File: src/rtl/mips_mc_pkg.sv
// mips_mc_pkg: opcodes, state encodings, ALUOp/select encodings and the DECODE dispatch.
package mips_mc_pkg;
  localparam logic [5:0] OP_R = 6'h00, OP_ADDI = 6'h08, OP_ORI = 6'h0d, OP_ANDI = 6'h0c;
  localparam logic [5:0] OP_LUI = 6'h0f, OP_LW = 6'h23, OP_SW = 6'h2b, OP_BEQ = 6'h04;
  localparam logic [5:0] OP_BNE = 6'h05, OP_J = 6'h02, OP_JAL = 6'h03, FUNCT_JR = 6'h08;
  typedef enum logic [3:0] {
    FETCH, DECODE, MEMADR, MEMRD, MEMWB, MEMWR, EXECUTE,
    RWB, IEXEC, IWB, BRANCH, JUMP, JAL_ST, JR_ST
  } state_t;
  localparam logic [2:0] ALU_ADD = 3'b100, ALU_SUB = 3'b001, ALU_OR = 3'b101;
  localparam logic [2:0] ALU_AND = 3'b110, ALU_LUI = 3'b000, ALU_RTYPE = 3'b111;
  localparam logic [1:0] RD_RT = 2'd0, RD_RD = 2'd1, RD_RA = 2'd2;
  localparam logic [1:0] MR_ALUOUT = 2'd0, MR_MDR = 2'd1, MR_PC = 2'd2;
  localparam logic [1:0] SB_B = 2'd0, SB_4 = 2'd1, SB_IMM = 2'd2, SB_IMMSH = 2'd3;
  localparam logic [1:0] PC_ALU = 2'd0, PC_ALUOUT = 2'd1, PC_JUMP = 2'd2, PC_A = 2'd3;
  // FETCH as the successor of DECODE means the instruction is unsupported.
  function automatic state_t decode_next(input logic [5:0] op, input logic [5:0] fn, input logic jumps);
    case (op)
      OP_R: return fn == FUNCT_JR ? (jumps ? JR_ST : FETCH) : EXECUTE;
      OP_LW, OP_SW: return MEMADR;
      OP_BEQ, OP_BNE: return BRANCH;
      OP_ADDI, OP_ORI, OP_ANDI, OP_LUI: return IEXEC;
      OP_J: return jumps ? JUMP : FETCH;
      OP_JAL: return jumps ? JAL_ST : FETCH;
      default: return FETCH;
    endcase
  endfunction
endpackage

File: src/rtl/mips_multicycle_control_if.sv
// mips_multicycle_control_if: IR/flag inputs and datapath control outputs of the multicycle controller.
interface mips_multicycle_control_if #(parameter int ALUOP_W = 3);
  logic [5:0] Opcode, Funct;
  logic Zero, MemReady;
  logic IorD, MemRead, MemWrite, IRWrite, RegWrite, ALUSrcA, PCWrite, IllegalOp;
  logic [1:0] RegDst, MemtoReg, ALUSrcB, PCSource;
  logic [ALUOP_W-1:0] ALUOp;
  logic [3:0] State;
  modport master(input Opcode, Funct, Zero, MemReady,
    output IorD, MemRead, MemWrite, IRWrite, RegWrite, ALUSrcA, PCWrite, IllegalOp,
    output RegDst, MemtoReg, ALUSrcB, PCSource, ALUOp, State);
  modport slave(output Opcode, Funct, Zero, MemReady,
    input IorD, MemRead, MemWrite, IRWrite, RegWrite, ALUSrcA, PCWrite, IllegalOp,
    input RegDst, MemtoReg, ALUSrcB, PCSource, ALUOp, State);
endinterface

File: src/rtl/mips_mc_out_decode.sv
// mips_mc_out_decode: combinational map from controller state and IR fields to datapath controls.
module mips_mc_out_decode import mips_mc_pkg::*; #(
  parameter int ALUOP_W = 3,
  parameter bit SUPPORT_JUMPS = 1
) (
  input logic reset,
  input state_t state,
  mips_multicycle_control_if.master bus
);
  always_comb begin
    bus.IorD = 1'b0;
    bus.MemRead = 1'b0;
    bus.MemWrite = 1'b0;
    bus.IRWrite = 1'b0;
    bus.RegWrite = 1'b0;
    bus.ALUSrcA = 1'b0;
    bus.PCWrite = 1'b0;
    bus.IllegalOp = 1'b0;
    bus.RegDst = RD_RT;
    bus.MemtoReg = MR_ALUOUT;
    bus.ALUSrcB = SB_B;
    bus.PCSource = PC_ALU;
    bus.ALUOp = ALUOP_W'(ALU_LUI);
    if (!reset) begin
      case (state)
        FETCH: begin
          bus.MemRead = 1'b1;
          bus.ALUSrcB = SB_4;
          bus.ALUOp = ALUOP_W'(ALU_ADD);
          bus.IRWrite = bus.MemReady;
          bus.PCWrite = bus.MemReady;
        end
        DECODE: begin
          bus.ALUSrcB = SB_IMMSH;
          bus.ALUOp = ALUOP_W'(ALU_ADD);
          bus.IllegalOp = decode_next(bus.Opcode, bus.Funct, SUPPORT_JUMPS) == FETCH;
        end
        MEMADR: begin
          bus.ALUSrcA = 1'b1;
          bus.ALUSrcB = SB_IMM;
          bus.ALUOp = ALUOP_W'(ALU_ADD);
        end
        MEMRD: begin
          bus.MemRead = 1'b1;
          bus.IorD = 1'b1;
        end
        MEMWB: begin
          bus.RegWrite = 1'b1;
          bus.MemtoReg = MR_MDR;
        end
        MEMWR: begin
          bus.MemWrite = 1'b1;
          bus.IorD = 1'b1;
        end
        EXECUTE: begin
          bus.ALUSrcA = 1'b1;
          bus.ALUOp = ALUOP_W'(ALU_RTYPE);
        end
        RWB: begin
          bus.RegWrite = 1'b1;
          bus.RegDst = RD_RD;
        end
        IEXEC: begin
          bus.ALUSrcA = 1'b1;
          bus.ALUSrcB = SB_IMM;
          bus.ALUOp = ALUOP_W'(bus.Opcode == OP_ORI ? ALU_OR : bus.Opcode == OP_ANDI ? ALU_AND :
                               bus.Opcode == OP_LUI ? ALU_LUI : ALU_ADD);
        end
        IWB: bus.RegWrite = 1'b1;
        BRANCH: begin
          bus.ALUSrcA = 1'b1;
          bus.ALUOp = ALUOP_W'(ALU_SUB);
          bus.PCSource = PC_ALUOUT;
          bus.PCWrite = bus.Opcode == OP_BNE ? ~bus.Zero : bus.Zero;
        end
        JUMP: begin
          bus.PCSource = PC_JUMP;
          bus.PCWrite = 1'b1;
        end
        JAL_ST: begin
          bus.PCSource = PC_JUMP;
          bus.PCWrite = 1'b1;
          bus.RegWrite = 1'b1;
          bus.RegDst = RD_RA;
          bus.MemtoReg = MR_PC;
        end
        JR_ST: begin
          bus.PCSource = PC_A;
          bus.PCWrite = 1'b1;
        end
        default: ;
      endcase
    end
  end
endmodule

File: src/rtl/mips_multicycle_control.sv
// mips_multicycle_control: Moore FSM sequencing fetch/decode/execute/memory/write-back for the multicycle MIPS datapath.
module mips_multicycle_control import mips_mc_pkg::*; #(
  parameter int ALUOP_W = 3,
  parameter bit SUPPORT_JUMPS = 1,
  parameter int RA_REG = 31
) (
  input logic clk,
  input logic reset,
  mips_multicycle_control_if.master bus
);
  state_t state, state_n;
  if (RA_REG < 0 || RA_REG > 31) begin : g_ra_check
    $error("RA_REG must name one of the 32 registers");
  end
  always_ff @(posedge clk or posedge reset)
    if (reset) state <= FETCH;
    else state <= state_n;
  always_comb begin
    state_n = FETCH;
    case (state)
      FETCH: state_n = bus.MemReady ? DECODE : FETCH;
      DECODE: state_n = decode_next(bus.Opcode, bus.Funct, SUPPORT_JUMPS);
      MEMADR: state_n = bus.Opcode == OP_SW ? MEMWR : MEMRD;
      MEMRD: state_n = bus.MemReady ? MEMWB : MEMRD;
      MEMWR: state_n = bus.MemReady ? FETCH : MEMWR;
      EXECUTE: state_n = RWB;
      IEXEC: state_n = IWB;
      default: state_n = FETCH;
    endcase
  end
  assign bus.State = state;
  mips_mc_out_decode #(.ALUOP_W(ALUOP_W), .SUPPORT_JUMPS(SUPPORT_JUMPS)) u_out (
    .reset(reset),
    .state(state),
    .bus(bus)
  );
endmodule

File: src/flat_wrapper.sv
// flat-port wrapper written by rule: the top's interface ports become plain ports
module mips_multicycle_control_flat import mips_mc_pkg::*;
#(
  parameter int ALUOP_W = 3,
  parameter bit SUPPORT_JUMPS = 1,
  parameter int RA_REG = 31
)
  (clk, reset, bus_Opcode, bus_Funct, bus_Zero, bus_MemReady, bus_IorD, bus_MemRead, bus_MemWrite, bus_IRWrite, bus_RegWrite, bus_ALUSrcA, bus_PCWrite, bus_IllegalOp, bus_RegDst, bus_MemtoReg, bus_ALUSrcB, bus_PCSource, bus_ALUOp, bus_State);
  mips_multicycle_control_if #(.ALUOP_W(ALUOP_W)) bus_i ();
  input logic clk;
  input logic reset;
  input wire logic [$bits(bus_i.Opcode)-1:0] bus_Opcode;
  input wire logic [$bits(bus_i.Funct)-1:0] bus_Funct;
  input wire logic [$bits(bus_i.Zero)-1:0] bus_Zero;
  input wire logic [$bits(bus_i.MemReady)-1:0] bus_MemReady;
  output wire logic [$bits(bus_i.IorD)-1:0] bus_IorD;
  output wire logic [$bits(bus_i.MemRead)-1:0] bus_MemRead;
  output wire logic [$bits(bus_i.MemWrite)-1:0] bus_MemWrite;
  output wire logic [$bits(bus_i.IRWrite)-1:0] bus_IRWrite;
  output wire logic [$bits(bus_i.RegWrite)-1:0] bus_RegWrite;
  output wire logic [$bits(bus_i.ALUSrcA)-1:0] bus_ALUSrcA;
  output wire logic [$bits(bus_i.PCWrite)-1:0] bus_PCWrite;
  output wire logic [$bits(bus_i.IllegalOp)-1:0] bus_IllegalOp;
  output wire logic [$bits(bus_i.RegDst)-1:0] bus_RegDst;
  output wire logic [$bits(bus_i.MemtoReg)-1:0] bus_MemtoReg;
  output wire logic [$bits(bus_i.ALUSrcB)-1:0] bus_ALUSrcB;
  output wire logic [$bits(bus_i.PCSource)-1:0] bus_PCSource;
  output wire logic [$bits(bus_i.ALUOp)-1:0] bus_ALUOp;
  output wire logic [$bits(bus_i.State)-1:0] bus_State;
  assign bus_i.Opcode = bus_Opcode;
  assign bus_i.Funct = bus_Funct;
  assign bus_i.Zero = bus_Zero;
  assign bus_i.MemReady = bus_MemReady;
  assign bus_IorD = bus_i.IorD;
  assign bus_MemRead = bus_i.MemRead;
  assign bus_MemWrite = bus_i.MemWrite;
  assign bus_IRWrite = bus_i.IRWrite;
  assign bus_RegWrite = bus_i.RegWrite;
  assign bus_ALUSrcA = bus_i.ALUSrcA;
  assign bus_PCWrite = bus_i.PCWrite;
  assign bus_IllegalOp = bus_i.IllegalOp;
  assign bus_RegDst = bus_i.RegDst;
  assign bus_MemtoReg = bus_i.MemtoReg;
  assign bus_ALUSrcB = bus_i.ALUSrcB;
  assign bus_PCSource = bus_i.PCSource;
  assign bus_ALUOp = bus_i.ALUOp;
  assign bus_State = bus_i.State;
  mips_multicycle_control #(.ALUOP_W(ALUOP_W), .SUPPORT_JUMPS(SUPPORT_JUMPS), .RA_REG(RA_REG)) u_core (.clk(clk), .reset(reset), .bus(bus_i));
endmodule
File: config.mk
export PLATFORM = sky130hd
export DESIGN_NAME = mips_multicycle_control_flat
export DESIGN_NICKNAME = d
export VERILOG_FILES = /design/src/rtl/mips_mc_pkg.sv /design/src/rtl/mips_multicycle_control_if.sv /design/src/rtl/mips_mc_out_decode.sv /design/src/rtl/mips_multicycle_control.sv /design/src/flat_wrapper.sv
export SDC_FILE = /design/constraint.sdc
export NUM_CORES = 1
export LEC_CHECK = 0
export CAP_MARGIN = 30
export CORE_MARGIN = 2
export CORE_UTILIZATION = 40
export CTS_CLUSTER_DIAMETER = 40
export CTS_CLUSTER_SIZE = 30
export DETAILED_ROUTE_END_ITERATION = 16
export HOLD_SLACK_MARGIN = 0.1
export PLACE_DENSITY = 0.79
export SLEW_MARGIN = 10
export SYNTH_ARGS = -nofsm -noshare
export SYNTH_HDL_FRONTEND = slang
export SYNTH_SLANG_ARGS = --single-unit
File: constraint.sdc
create_clock -name clk -period 2.1 [get_ports clk]
set_input_delay 0.315 -clock clk [delete_from_list [all_inputs] [get_ports clk]]
set_output_delay 0.315 -clock clk [all_outputs]
set_load 0.02 [all_outputs]
==> run_results.csv <==
group,metric,value,unit
status,status,"finished, final reports clean",
drt,dr_wl_met2,1350,um
worst_setup_path,worstSetupEndpointType,"primary output",
finish,antennaDiodeCount,0,
synthesis,syn_nets,127,
synthesis,yosysMostFrequentCell,"nand2_1",
finish,layout-area-overhead-vs-synth,75.6,%
clock_tree,cts_root_buf,"clkbuf_4",
worst_setup_path,worstPathCellList,"clkdlybuf4s15_1 -> nor4_2 -> a211oi_2 -> or4_1 -> a21oi_2 -> buf_4",
clock_tree,clkTransAtPathRegs,30,ps
clock_tree,cts_buffers,3,
global_route,grt_pass1_vias,888,
placement,gp_congestion,0.877,
drt,postRouteAntennaNets,0,
placement,place_area,1380,um2
synthesis,synth.area.mux_share,3.89,%
timing,finalSetupViolations,0,
synthesis,synth_largest_area_cell,"dfrtp_1",
finish,drive_gt1_share,31.8,%
clock_tree,cts_sinks,4,
worst_setup_path,cp.required,1780,ps
synthesis,syn-instance-count,111,
timing,post-route-period-util,98.3,%
clock_tree,ctsHoldBuffers,0,
hold_path,hp-class,"in2reg",
worst_setup_path,cp_max_fo,5,
synthesis,synth.distinct_cells,44,
finish,layout.nets,188,
worst_setup_path,critical_path_arrival,1750,ps
synthesis,synth_xor_area_share,2.18,%
clock_tree,post-cts-setup-buffers,0,
drt,num_vias,1100,
placement,dp_hpwl,2030,um
timing,clock.fmax,484,MHz
global_route,grt_pass1_wl,3840,um
clock_tree,cts_tree,"done",
drt,drc,0,
finish,final_area,1410,um2
floorplanning,die_w,48.8,um
drt,vias_per_cell,5.58,
synthesis,synthArstFlopShare,100,%
global_route,grtUsageTotal,20.2,%
timing,clock_skew,5.84,ps
worst_setup_path,slowest_delay,490,ps
synthesis,synth_top_area_share,12.4,%
drt,wl_met3,192,um
synthesis,synth-edff-count,0,
synthesis,synth-main-ff-cell,"dfrtp_1",
synthesis,synth_area_leaders,"dfrtp_1 12%, nand2_1 5.6%, nor2_1 4.7%",
worst_setup_path,critPathSlowestCell,"or4_1",
timing,min_period,2060,ps
timing,hold_viol_final,0,
run,max_cap_viol_count,0,
floorplanning,core_area,1920,um2
clock_tree,insertion_delay,240,ps
synthesis,synth_seq_cells,4,
finish,final_util,73.5,%
synthesis,synth_compound_area_share,22.4,%
global_route,grt-ovfl-total,0,
drt,dr.pass1.iters,5,
power_and_ir_drop,powerDensity,870,nW/um2
synthesis,synth_simple_gate_area_share,51.0,%
floorplanning,io-pin-count,39,
global_route,antenna_found_initial,0,
placement,io_buffers,38,
power_and_ir_drop,ir_drop,0.586,mV
drt,wl_met1,1070,um
timing,slew_violations,0,
timing,worst_slew_pin_slew,474,ps
floorplanning,fp-row-count,16,
drt,totalWireLength,2640,um
synthesis,synth_area_per_cell,7.25,um2
synthesis,syn_area,805,um2
synthesis,synth_top_family_by_area,"simple AND/OR/NAND/NOR gates",
drt,routed.top_layer,"met4",
global_route,grt_max_degree,25,
synthesis,ys_seq_area_share,12.4,%
timing,relSlewSlack,67.9,%
synthesis,synth_common_cells,"12 x nand2_1, 10 x nor2_1, 6 x nor2b_1",
synthesis,synthAdderAreaFrac,0,%
floorplanning,start_util,41.9,%
clock_tree,htreeDepth,1,
finish,largest_reg_flops,4,
synthesis,yosys_warnings,0,
floorplanning,dieArea,2390,um2
drt,drt_iter0_markers,48,
clock_tree,max-clock-path-buffers,2,
floorplanning,die_y,48.8,um
power_and_ir_drop,p_leak,0.732,nW
worst_setup_path,cp-start-kind,"input pin",
drt,wire_per_inst,13.4,um
worst_setup_path,path_class,"in2out",
==> final cells by class <==
type | count | area [um2]
inverters | 2 | 7.51
fillers | 166 | 509
repair buffers | 66 | 569
well taps | 27 | 33.8
clock buffers | 3 | 22.5
flip-flops and latches | 4 | 100
multi-input cells | 95 | 679
==> cell families (layout without fill, tap and decap cells) <==
kind of cell              Yosys count  in the layout
buffers and inverters              12             71
xor gates and xnor gates            2              2
muxes                               3              3
and+or+nand+nor                    65             65
DFF                                 4              4
AOI/OAI and AO/OA                  25             25
==> routing by layer <==
layer | global-route usage (%) | up-vias
met4 | 4.29 | 0
met1 | 24.2 | 497
met2 | 39.0 | 59
met3 | 1.23 | 6
met5 | 0 | -
li1 | - | 538
==> what timing repair did <==
| item | CTS | global route |
|---|---|---|
| gates resized for setup | 34 | 24 |
| endpoints found under the setup margin | 19 | 7 |
| pin swaps | 3 | 7 |
==> power breakdown <==
group | leakage (nW) | internal (mW) | switching, mW
Sequential | 0.0534 | 0.104 | 0.0217
Combinational | 0.665 | 0.478 | 0.527
Clock | 0.0138 | 0.0641 | 0.0334
==> through the flow <==
step                      setup WS, ps  hold slack (ps)  instances  setup TNS, ps  power, mW
after floorplan                   73.5             96.8        111              0      0.690
after global routing             -1.98              524        197          -1.98       1.30
after CTS                        -82.7              696        197          -82.7       1.21
after detailed placement          -562              773        194          -3110       1.16
after global placement            -562              755        194          -2530       1.14
final                             35.1              498        197              0       1.23
==> cell usage in the layout (no fill, tap or decap), types with 5 or more instances in the layout <==
cell type	netlist	layout
dlymetal6s2s_1	0	9
dlygate4sd2_1	0	15
nor2b_1	6	5
nand2_1	12	12
nor2_1	10	10
clkdlybuf4s50_1	0	6
buf_4	0	30
o21ai_0	5	5
and3_1	5	5
nor3b_1	5	5
==> worst max-delay path: cells and delay by family <==
family,cells,cell delay (ps)
and+or+nand+nor,2,810
buffers and inverters,2,390
AOI/OAI and AO/OA,2,240
==> final timing paths <==
kind,from,to,slack (ps),cells past startpoint
setup reg to reg,u_core.bus.State[0]$_DFF_PP0_,u_core.bus.State[0]$_DFF_PP0_,590,6
hold reg to reg,u_core.bus.State[3]$_DFF_PP0_,u_core.bus.State[1]$_DFF_PP0_,790,4
hold / removal,bus_Opcode[0],u_core.bus.State[0]$_DFF_PP0_,500,3
max in group asynchronous,reset,u_core.bus.State[0]$_DFF_PP0_,1300,4
setup / recovery,bus_Opcode[1],bus_IllegalOp,40,6
min in group asynchronous,reset,u_core.bus.State[2]$_DFF_PP0_,700,4
Power figures use the tool's default switching activity.
